## src/rtl/ram_8x72_pkg.sv

```systemverilog
// Shared constants and types for the 8x72 RAM arbiter.
// Port ids double as bit positions in the arbiter's one-hot grant vector.
package ram_8x72_pkg;

    localparam int DATA_W = 72;
    localparam int ADDR_W = 3;
    localparam int DEPTH  = 8;

    typedef enum logic [1:0] {
        ST_INIT,
        ST_IDLE,
        ST_ACCESS,
        ST_RDWAIT
    } state_t;

    localparam logic PORT_A = 1'b0;
    localparam logic PORT_B = 1'b1;

endpackage

```

## src/rtl/rr_arb2.sv

```systemverilog
// Two-way round-robin arbiter: combinational, one-hot grant indexed by port id.
// When both ports request, the port that was not granted last wins.
module rr_arb2
    import ram_8x72_pkg::*;
(
    input  logic       i_a_req,
    input  logic       i_b_req,
    input  logic       i_last_grant,
    output logic [1:0] o_gnt
);

    always_comb begin
        o_gnt = 2'b00;
        if (i_a_req && (!i_b_req || i_last_grant == PORT_B)) begin
            o_gnt[PORT_A] = 1'b1;
        end else if (i_b_req) begin
            o_gnt[PORT_B] = 1'b1;
        end
    end

endmodule

```

## src/rtl/ram_8x72_arbiter.sv

```systemverilog
// Shares one external 8x72 flop RAM between requesters A and B: a clear sweep after
// reset, then one serialised read or write at a time under round-robin arbitration.
module ram_8x72_arbiter
    import ram_8x72_pkg::*;
#(
    parameter int                 RD_LAT   = 0,
    parameter logic [DATA_W-1:0]  INIT_VAL = '0
) (
    input  logic              i_clk,
    input  logic              i_rst,
    output logic              o_init_done,

    input  logic              i_a_req,
    input  logic              i_a_we,
    input  logic [ADDR_W-1:0] i_a_addr,
    input  logic [DATA_W-1:0] i_a_wdata,
    output logic              o_a_ack,
    output logic [DATA_W-1:0] o_a_rdata,
    output logic              o_a_rvalid,

    input  logic              i_b_req,
    input  logic              i_b_we,
    input  logic [ADDR_W-1:0] i_b_addr,
    input  logic [DATA_W-1:0] i_b_wdata,
    output logic              o_b_ack,
    output logic [DATA_W-1:0] o_b_rdata,
    output logic              o_b_rvalid,

    output logic              o_ram_wr_n,
    output logic [ADDR_W-1:0] o_ram_add,
    output logic [DATA_W-1:0] o_ram_wdata,
    input  logic [DATA_W-1:0] i_ram_rdata
);

    state_t              r_state;
    logic [ADDR_W-1:0]   r_cnt;
    logic                r_last_grant;
    logic                r_we;
    logic                r_init_done;
    logic                r_ram_wr_n;
    logic [ADDR_W-1:0]   r_ram_add;
    logic [DATA_W-1:0]   r_ram_wdata;

    logic [1:0]          w_gnt;
    logic                w_sel;
    logic                w_capture;
    logic                w_req   [2];
    logic                w_we    [2];
    logic [ADDR_W-1:0]   w_addr  [2];
    logic [DATA_W-1:0]   w_wdata [2];

    assign w_req[0]   = i_a_req;
    assign w_req[1]   = i_b_req;
    assign w_we[0]    = i_a_we;
    assign w_we[1]    = i_b_we;
    assign w_addr[0]  = i_a_addr;
    assign w_addr[1]  = i_b_addr;
    assign w_wdata[0] = i_a_wdata;
    assign w_wdata[1] = i_b_wdata;

    rr_arb2 u_arb (
        .i_a_req      (w_req[0]),
        .i_b_req      (w_req[1]),
        .i_last_grant (r_last_grant),
        .o_gnt        (w_gnt)
    );

    assign w_sel = w_gnt[PORT_B];

    // Read data is on ram_rdata in the ACCESS cycle (RD_LAT=0) or the RDWAIT cycle.
    assign w_capture = (r_state == ST_RDWAIT) ||
                       (r_state == ST_ACCESS && !r_we && RD_LAT == 0);

    always_ff @(posedge i_clk) begin
        if (i_rst) begin
            r_state      <= ST_INIT;
            r_cnt        <= '0;
            r_last_grant <= PORT_B;
            r_we         <= 1'b0;
            r_init_done  <= 1'b0;
            r_ram_wr_n   <= 1'b1;
            r_ram_add    <= '0;
            r_ram_wdata  <= '0;
        end else begin
            case (r_state)
                ST_INIT: begin
                    r_ram_wr_n  <= 1'b0;
                    r_ram_add   <= r_cnt;
                    r_ram_wdata <= INIT_VAL;
                    r_cnt       <= r_cnt + 1'b1;
                    if (r_cnt == ADDR_W'(DEPTH - 1)) begin
                        r_state     <= ST_IDLE;
                        r_init_done <= 1'b1;
                    end
                end
                ST_IDLE: begin
                    if (w_gnt != 2'b00) begin
                        r_ram_add    <= w_addr[w_sel];
                        r_ram_wdata  <= w_wdata[w_sel];
                        r_ram_wr_n   <= ~w_we[w_sel];
                        r_we         <= w_we[w_sel];
                        r_last_grant <= w_sel;
                        r_state      <= ST_ACCESS;
                    end else begin
                        r_ram_wr_n   <= 1'b1;
                    end
                end
                ST_ACCESS: begin
                    r_ram_wr_n <= 1'b1;
                    if (!r_we && RD_LAT != 0) begin
                        r_state <= ST_RDWAIT;
                    end else begin
                        r_state <= ST_IDLE;
                    end
                end
                ST_RDWAIT: begin
                    r_state <= ST_IDLE;
                end
                default: begin
                    r_state <= ST_INIT;
                end
            endcase
        end
    end

    // Per-port ack pulse and read-data return; r_last_grant names the port in flight.
    for (genvar gi = 0; gi < 2; gi++) begin : g_port
        logic              r_ack;
        logic              r_rvalid;
        logic [DATA_W-1:0] r_rdata;

        always_ff @(posedge i_clk) begin
            if (i_rst) begin
                r_ack    <= 1'b0;
                r_rvalid <= 1'b0;
                r_rdata  <= '0;
            end else begin
                r_ack    <= (r_state == ST_IDLE) && w_gnt[gi];
                r_rvalid <= w_capture && (r_last_grant == 1'(gi));
                if (w_capture && (r_last_grant == 1'(gi))) begin
                    r_rdata <= i_ram_rdata;
                end
            end
        end
    end

    assign o_init_done = r_init_done;
    assign o_ram_wr_n  = r_ram_wr_n;
    assign o_ram_add   = r_ram_add;
    assign o_ram_wdata = r_ram_wdata;
    assign o_a_ack     = g_port[0].r_ack;
    assign o_a_rvalid  = g_port[0].r_rvalid;
    assign o_a_rdata   = g_port[0].r_rdata;
    assign o_b_ack     = g_port[1].r_ack;
    assign o_b_rvalid  = g_port[1].r_rvalid;
    assign o_b_rdata   = g_port[1].r_rdata;

endmodule

```

## config.mk

```make
export PLATFORM = sky130hd
export DESIGN_NAME = ram_8x72_arbiter
export DESIGN_NICKNAME = d
export VERILOG_FILES = /design/src/rtl/ram_8x72_pkg.sv /design/src/rtl/rr_arb2.sv /design/src/rtl/ram_8x72_arbiter.sv
export SDC_FILE = /design/constraint.sdc
export NUM_CORES = 1
export LEC_CHECK = 0
export CAP_MARGIN = 20
export CORE_AREA = 2 2 175 177
export CTS_CLUSTER_SIZE = 12
export DETAILED_ROUTE_END_ITERATION = 16
export DIE_AREA = 0 0 177 179
export PLACE_DENSITY_LB_ADDON = 0.2
export SLEW_MARGIN = 20
export SYNTH_ARGS = -nofsm -noshare
export SYNTH_HDL_FRONTEND = slang
export SYNTH_SLANG_ARGS = --single-unit
export TNS_END_PERCENT = 20
```

## constraint.sdc

```tcl
create_clock -name i_clk -period 1.7 [get_ports i_clk]
set_input_delay 0.34 -clock i_clk [delete_from_list [all_inputs] [get_ports i_clk]]
set_output_delay 0.34 -clock i_clk [all_outputs]
set_load 0.05 [all_outputs]
```

==> results of run 1 <==
==> final timing paths <==
| kind | slack (ps) | cells past startpoint | to | from |
|---|---|---|---|---|
| max | 30 | 9 | o_a_rdata[28] | r_state[0] |
| min | 70 | 2 | r_we | i_rst |
| max reg2reg | 30 | 9 | o_a_rdata[28] | r_state[0] |
| min reg2reg | 450 | 2 | o_a_rdata[21] | o_a_rdata[21] |
==> routing by layer <==
layer | GRT usage, % | vias to the layer above
met4 | 7.09 | 0
met5 | 0 | -
met3 | 5.68 | 66
li1 | - | 4263
met2 | 32.8 | 314
met1 | 23.2 | 4114
==> cell usage after synthesis <==
cell	number
nor2_1	12
a21oi_1	149
a21bo_2	1
o21a_1	2
nand2b_1	2
nor2b_1	4
a31oi_1	1
and3_1	3
buf_2	28
or2_2	1
a211oi_1	2
buf_1	3
o21ai_0	4
mux2i_1	2
a22oi_1	72
o2bb2ai_1	75
dfxtp_1	232
buf_4	20
o21ai_2	2
o211ai_1	1
buf_6	3
clkbuf_1	28
a311oi_1	1
inv_1	3
nand2_1	296
nor2_2	1
xnor2_1	1
ha_1	6
a311o_1	1
inv_2	1
a21boi_2	2
==> power groups by stage <==
stage	Combinational (mW)	Sequential [mW]	Clock, mW
floorplan	2.27	9.03	0
global placement	7.49	6.68	0
detailed placement	7.50	6.70	0
CTS	7.52	6.59	5.72
global route	8.24	6.70	5.95
finish	7.78	6.61	5.54
==> kinds of logic (layout without fill, tap and decap cells) <==
| logic type | after synthesis | count (layout) | synth area share (%) |
|---|---|---|---|
| and+or+nand+nor | 319 | 319 | 14.4 |
| adders and majority gates | 6 | 6 | 0.883 |
| muxes | 2 | 2 | 0.235 |
| other | 0 | 2 | 0 |
| buffers and inverters | 86 | 569 | 5.36 |
| DFF | 232 | 232 | 54.6 |
| xor gates and xnor gates | 1 | 1 | 0.103 |
| AOI/OAI and AO/OA | 313 | 313 | 24.4 |
==> metrics by stage <==
step | util, % | worst slack [ps]
after global routing | 48.5 | -48.9
after detailed placement | 43.8 | -207
after floorplan | - | 121
after CTS | 46.7 | -3.45
final | 48.5 | 25.6
after global placement | 43.8 | -146
==> registers in the layout, summed over array words and instances (netlist names) <==
register and flops:
o_init_done 1, o_a_rvalid 1, o_ram_add 3, o_b_rvalid 1
o_b_rdata 72, o_a_ack 1, r_cnt 3, r_last_grant 1
r_we 1, o_ram_wr_n 1, o_b_ack 1, r_state 2
o_ram_wdata 72, o_a_rdata 72
==> worst max-delay path: stages (launching register included) <==
cell and delay (ps):
dfxtp_2 330, inv_2 50, ha_4 150, nor2b_4 130, buf_6 120, o21ai_4 250, clkbuf_16 240, buf_6 150
nand2_1 60, a21oi_1 130
==> what timing repair did <==
action	CTS	global route
resized for setup	0	53
hold buffers	0	0
gates cloned	0	16
endpoints found under the hold margin	0	0
endpoints found under the setup margin	1	145
setup buffers	0	3
pin swaps	0	65
==> final cells by class <==
cell class              instances  share of cell area [%]
repair buffers                515                    34.1
multi-input cells             641                    24.6
clock buffers                  38                    5.33
diodes                          2                  0.0343
flip-flops and latches        232                    31.9
inverters                       4                   0.103
clock inverters                12                   0.489
well taps                     396                    3.40
==> metrics.txt, run 1 <==
max_cap viols=0; final slew viol count=0; CP max FO=6; Seq/Total Area, Yosys=54.6%; hpwl dp=~24000 um; Final Power=roughly 20 mW; I/O pin count=~450; Clock Tree Buf Depth=3; initial detailed-routing violation count=just under 500; P_int=12.1 mW; Worst-Margin Slew=about 590 ps; Tmin final=between 1500 and 2000 ps; initial antenna violation count=2; Vert. Die Dim=about 180 um; Area growth syn-to-layout=71.3%; Final Hold Vio Count=0; Mapped Area=between 8000 and 9000 um2; Flop pwr share=between 30% and 40%; CTS H-tree lvls=1; WL final=34800 um; largest cells by area after synthesis=dfxtp_1 (55%), nand2_1 (13%), a21oi_1 (8.8%); highest routed layer=met4; CTS Sinks=232; Final Skew=~11 ps; unrepaired setup endpoints after global routing=yes; CTS tree=done; Vias=just under 9000; Logic pwr share=39.0%; wl on met1=between 10000 and 15000 um; antenna viol nets, final=0; area occupied by multi-input gates=3590 um2; first-pass GRT wire length=approximately 48000 um; Leak=between 5 and 6 nW; Yosys reg bits=232; endpoints failing setup=0; status=finished clean; PortBufs=roughly 450; Power Density=about 1400 nW/um2; gr usage total=about a fifth; final period utilization=98.5%; placed cell areas=13200 um2; clock power share=between 20% and 30%; Worst slew margin=between 60 and 70%; Seq. cell area=4650 um2; setup TNS=0 ps; CP Capture Type=register; DRC violations left=0; cell area after layout=about 15000 um2; Layout fillers=2852; post-layout net count=about 1700; Max Freq=~0.6 GHz; wire per inst=between 15 and 20 um; number of global-route vias before repair=around 8100; syn_area_per_cell=8.87 um2; Req. time, crit path=approximately 2200 ps; leading area contributor after synthesis=dfxtp_1; met3 WL=between 2000 and 3000 um; Clock Latency Late Sink=around 540 ps; fraction of layout cells with a size suffix above 1=a little over a quarter; worst min path class=in -> reg; TritonRoute pass-1 iters=7; P_sw=~7.8 mW; placed insts=1769; CP Launch Type=register; Syn. warnings=0; post-DR vias/cell=4.76; Core Area=30000 um2; # rows=64; Starting Density=28.3%; largest net degree at the start of global routing=roughly 100; total CTS buffers=27; most common cell after layout, fill and taps aside=nand2_1; grt ovf=0; die width=177 um; top-area cell type share of the netlist area=a little over half; Crit Path Class=reg -> reg; Reg clk slew, reported paths=60 ps; most frequent cells in the layout=nand2_1 (280), buf_4 (248), dfxtp_1 (230); full die area=approximately 32000 um2; GP Congestion=between 0.8 and 0.9; Layout Cells excl Fill=about 1800; Clock Tree Root=clkbuf_16; Net Count, Synth=between 1000 and 1500; switch share=about two fifths; worst hold slack=around 68 ps; CP Data Arrival Time=between 2000 and 2500 ps; met2 WL=~17000 um; Peak VDD IR=0.938 mV; Syn Inst Count=959; post-synth cell types=31
No activity file was read; power rests on OpenSTA's default activity.
==> run 2, diff against run 1 <==
HOLD_SLACK_MARGIN = 0.08   (was not set)
SKIP_LAST_GASP = 1   (was not set)
==> run 2 against run 1 <==
Effect of this change: power is essentially flat; flip-flop and latch count stayed put; sequential share of layout area about the same; clock-buffer cell count unchanged; largest power group unchanged; critical endpoint is now o_a_rdata[7].
==> metrics.txt, run 2 (synthesis gave the netlist of run 1 again) <==
status=finished clean; number of global-route vias before repair=~8100; full die area=roughly 32000 um2; Leak=5.71 nW; CP Data Arrival Time=roughly 2100 ps; most common cell after layout, fill and taps aside=nand2_1; flop2flop setup slack=approximately 32 ps; worst hold slack=approximately 380 ps; highest routed layer=met4; Worst slew margin=between 50% and 60%; PortBufs=roughly 450; min-delay src=i_ram_rdata[4]; GP Congestion=0.828; Vert. Die Dim=roughly 180 um; grt ovf=0; antenna viol nets, final=0; # rows=64; worst min path class=in -> reg; Power Density=approximately 1400 nW/um2; R2R cell count=9; Reg-to-Reg End=o_a_rdata[7]; fraction of layout cells with a size suffix above 1=a little over a quarter; Final Skew=approximately 12 ps; Final Power=19.9 mW; wl on met1=14100 um; I/O pin count=453; CP max FO=9; Core Area=approximately 30000 um2; Max Freq=between 0.5 and 0.6 GHz; WL final=roughly 35000 um; largest net degree at the start of global routing=104; Req. time, crit path=roughly 2200 ps; area occupied by multi-input gates=between 3000 and 4000 um2; Worst Setup SP=r_state[0]; endpoints failing setup=0; first-pass GRT wire length=around 48000 um; Clock Latency Late Sink=about 540 ps; CTS Sinks=~230; Reg clk slew, reported paths=~60 ps; Clock Tree Root=clkbuf_16; Final Hold Vio Count=0; TritonRoute pass-1 iters=5; hold path depth=3; Area growth syn-to-layout=71.3%; CTS H-tree lvls=1; wire per inst=about 19 um; post-DR vias/cell=between 4 and 5; Clock Tree Buf Depth=3; CP Capture Type=register; met2 WL=between 15000 and 20000 um; unrepaired setup endpoints after global routing=yes; final slew viol count=0; Starting Density=around 28%; met3 WL=2820 um; hpwl dp=between 20000 and 25000 um; Worst R2R Start=r_state[0]; initial antenna violation count=2; Crit Path Class=reg -> reg; die width=177 um; setup TNS=0 ps; most frequent cells in the layout=nand2_1 (282), buf_4 (248), dfxtp_1 (231); Layout fillers=about 2900; DRC violations left=0; max_cap viols=0; Worst-Margin Slew=around 610 ps; Vias=8738; gr usage total=roughly a fifth; initial detailed-routing violation count=519; Peak VDD IR=between 0.9 and 1 mV; final period utilization=98.1%; Seq. cell area=between 4000 and 5000 um2; total CTS buffers=27; hold endpoint=o_b_rdata[4]; CTS tree=done; post-layout net count=between 1500 and 2000; Tmin final=1670 ps; CP Launch Type=register
run 2: worst max-delay path, cell delays in order (launching register included):
cell,delay [ps]
dfxtp_2,330
inv_2,50
ha_4,150
nor2b_4,130
buf_6,120
o21ai_4,250
clkbuf_16,240
buf_12,140
nand2_1,60
a21oi_1,140
run 2: worst max path at each step:
stage	end	slack [ps]
final	o_a_rdata[7]	30
after global routing	o_a_rdata[7]	-70
after detailed placement	o_ram_wdata[69]	-210
after floorplan	o_ram_wdata[39]	120
after CTS	o_a_rdata[9]	-3
after global placement	o_ram_wdata[5]	-150
run 2: report_power, final:
part	leakage [nW]	total (mW)	switching, mW	internal [mW]
registers	1.88	6.60	0.406	6.20
clock network	0.418	5.55	2.36	3.18
logic	3.41	7.78	5.01	2.77
run 2: cell type report:
type	instances	share of cell area, %
clock inverters	12	0.490
multi-input cells	641	24.6
repair buffers	516	34.2
diodes	2	0.0344
well taps	396	3.40
clock buffers	38	5.33
inverters	4	0.103
flip-flops and latches	232	31.9
run 2: repair_timing:
action	in CTS	in global routing
resized for setup	0	48
endpoints found under the hold margin	1	0
pin swaps	0	29
gates cloned	0	16
hold buffers	1	0
endpoints found under the setup margin	1	145
setup buffers	0	3
run 2: layer usage:
| layer | global-route usage [%] | vias to the layer above |
|---|---|---|
| met4 | 7.09 | 0 |
| met3 | 5.68 | 60 |
| li1 | - | 4264 |
| met2 | 32.8 | 303 |
| met5 | 0 | - |
| met1 | 23.2 | 4111 |
run 2: stage by stage:
step / area (um2) / std cells / utilization, % / setup WS [ps]
4_1_cts: 14000 / 1820 / 46.7 / -3.45
3_5_place_dp: 13200 / 1769 / 43.8 / -207
5_1_grt: 14600 / 1841 / 48.5 / -73.3
6_report: 14600 / 1841 / 48.5 / 31.9
2_1_floorplan: 8500 / 959 / - / 121
3_3_place_gp: 13200 / 1769 / 43.8 / -146
==> run 3, diff against run 2 <==
HOLD_SLACK_MARGIN = 0.15   (was 0.08)
PLACE_DENSITY = 0.62   (was not set)
PLACE_DENSITY_LB_ADDON = not set   (was 0.2)
SETUP_SLACK_MARGIN = 0.05   (was not set)
==> run 3 against run 2 <==
Effect of this change: sequential share of layout area increased by 0.077 points; clock power is 4.9% higher; final cell count decreased by 0.76%; power grew 5.3%; critical path type unchanged; critical endpoint is now o_b_rdata[11].
==> metrics.txt, run 3 (synthesis gave the netlist of run 1 again) <==
WL final=roughly 34000 um; wire per inst=18.8 um; antenna viol nets, final=0; CTS H-tree lvls=1; Final Skew=roughly 8.7 ps; P_sw=~8 mW; CP Capture Type=register; Ant. Diodes=0; post-DR vias/cell=4.76; worst hold slack=about 380 ps; setup TNS=0 ps; placed cell areas=13000 um2; CTS Sinks=roughly 230; Logic pwr share=~41%; # rows=64; Clock Tree Root=clkbuf_16; initial antenna violation count=0; Final Hold Vio Count=0; Clock Tree Buf Depth=3; Layout Cells excl Fill=1827; Peak VDD IR=between 0.8 and 0.9 mV; Worst slew margin=between 70% and 80%; Vias=roughly 8700; min-delay src=i_ram_rdata[3]; Req. time, crit path=~2200 ps; hold endpoint=o_b_rdata[3]; TritonRoute pass-1 iters=5; final slew viol count=0; PortBufs=452; Reg-to-Reg End=o_b_rdata[11]; gr usage total=roughly a fifth; status=finished clean; clock power share=around 28%; final period utilization=between 90 and 100%; CTS tree=done; Max Freq=between 0.6 and 0.7 GHz; R2R cell count=9; die width=about 180 um; switch share=a little under two fifths; CP Launch Type=register; most frequent cells in the layout=nand2_1 (290), buf_4 (239), dfxtp_1 (230); Crit Path Class=reg -> reg; flop2flop setup slack=roughly 70 ps; hpwl dp=22700 um; initial detailed-routing violation count=380; Tmin final=about 1600 ps; largest net degree at the start of global routing=86; Starting Density=28.3%; Layout fillers=between 2000 and 3000; Worst R2R Start=r_state[0]; CP max FO=8; post-layout net count=about 1600; I/O pin count=approximately 450; Reg clk slew, reported paths=approximately 60 ps; number of global-route vias before repair=between 8000 and 9000; hold path depth=3; Area growth syn-to-layout=70.9%; Final Power=21.0 mW; Worst-Margin Slew=between 400 and 500 ps; cell area after layout=between 10000 and 15000 um2; Vert. Die Dim=179 um; max_cap viols=0; grt ovf=0; worst min path class=in -> reg; Flop pwr share=between 30% and 40%; Leak=5.69 nW; total CTS buffers=28; endpoints failing setup=0; GP Congestion=0.833; Clock Latency Late Sink=roughly 530 ps; CP Data Arrival Time=roughly 2100 ps; full die area=31700 um2; P_int=13.0 mW; Core Area=about 30000 um2; placed insts=between 1500 and 2000; DRC violations left=0; most common cell after layout, fill and taps aside=nand2_1; Power Density=1440 nW/um2; unrepaired setup endpoints after global routing=yes; first-pass GRT wire length=roughly 47000 um; fraction of layout cells with a size suffix above 1=between 20% and 30%
==> run 3: worst max path at each step <==
stage | from | depth (start not counted) | slack, ps | end
finish | r_state[0] | 9 | 70 | o_b_rdata[11]
global route | r_state[0] | 9 | -60 | o_b_rdata[20]
CTS | r_state[0] | 8 | -3 | o_a_rdata[33]
detailed placement | i_b_req | 6 | -230 | o_ram_wdata[36]
global placement | i_b_req | 5 | -170 | o_ram_wdata[37]
floorplan | r_state[0] | 8 | 120 | o_ram_wdata[39]
==> run 3: power groups by stage <==
stage	Clock, mW	Sequential (mW)	Combinational, mW
after CTS	5.97	6.61	7.56
after global placement	0	6.68	7.42
after detailed placement	0	6.71	7.46
after global routing	6.22	6.71	9.02
final	5.82	6.63	8.54
after floorplan	0	9.03	2.27
==> run 3: final cells by class <==
type | instances | area [um2] | share of cell area (%)
Clock buffer | 42 | 815 | 5.60
Clock inverter | 4 | 70.1 | 0.482
Timing Repair Buffer | 508 | 4930 | 33.9
Tap cell | 396 | 495 | 3.41
Inverter | 4 | 17.5 | 0.121
Sequential cell | 232 | 4650 | 32.0
Multi-Input combinational cell | 641 | 3560 | 24.5
==> run 3: through the flow <==
stage | worst slack (ps) | utilization, %
after global routing | -55.4 | 48.4
after floorplan | 121 | -
after CTS | -2.57 | 46.5
after global placement | -174 | 43.4
after detailed placement | -228 | 43.4
final | 70.0 | 48.4
==> run 3: what timing repair did <==
item,in CTS,in global routing
endpoints found under the hold margin,8,0
pin swaps,1,42
buffers inserted,1,3
hold buffers,1,0
cloned,0,18
setup endpoints to repair,126,219
resized for setup,2,40
==> run 3: layer usage <==
layer  share of wire, %  global-route usage [%]  up-vias
met5                  0                       0        -
met4                2.3                    5.54        0
met3                7.7                    4.88       51
met2                 49                    32.8      305
met1                 41                    22.8     4108
li1                   -                       -     4241
==> run 3: worst max-delay path, cell delays in order (launching register included) <==
cell	delay, ps
dfxtp_2	350
inv_4	40
ha_4	140
nor2b_1	120
buf_4	150
o21ai_4	200
buf_12	200
clkbuf_16	170
nand2_1	70
a21oi_2	110
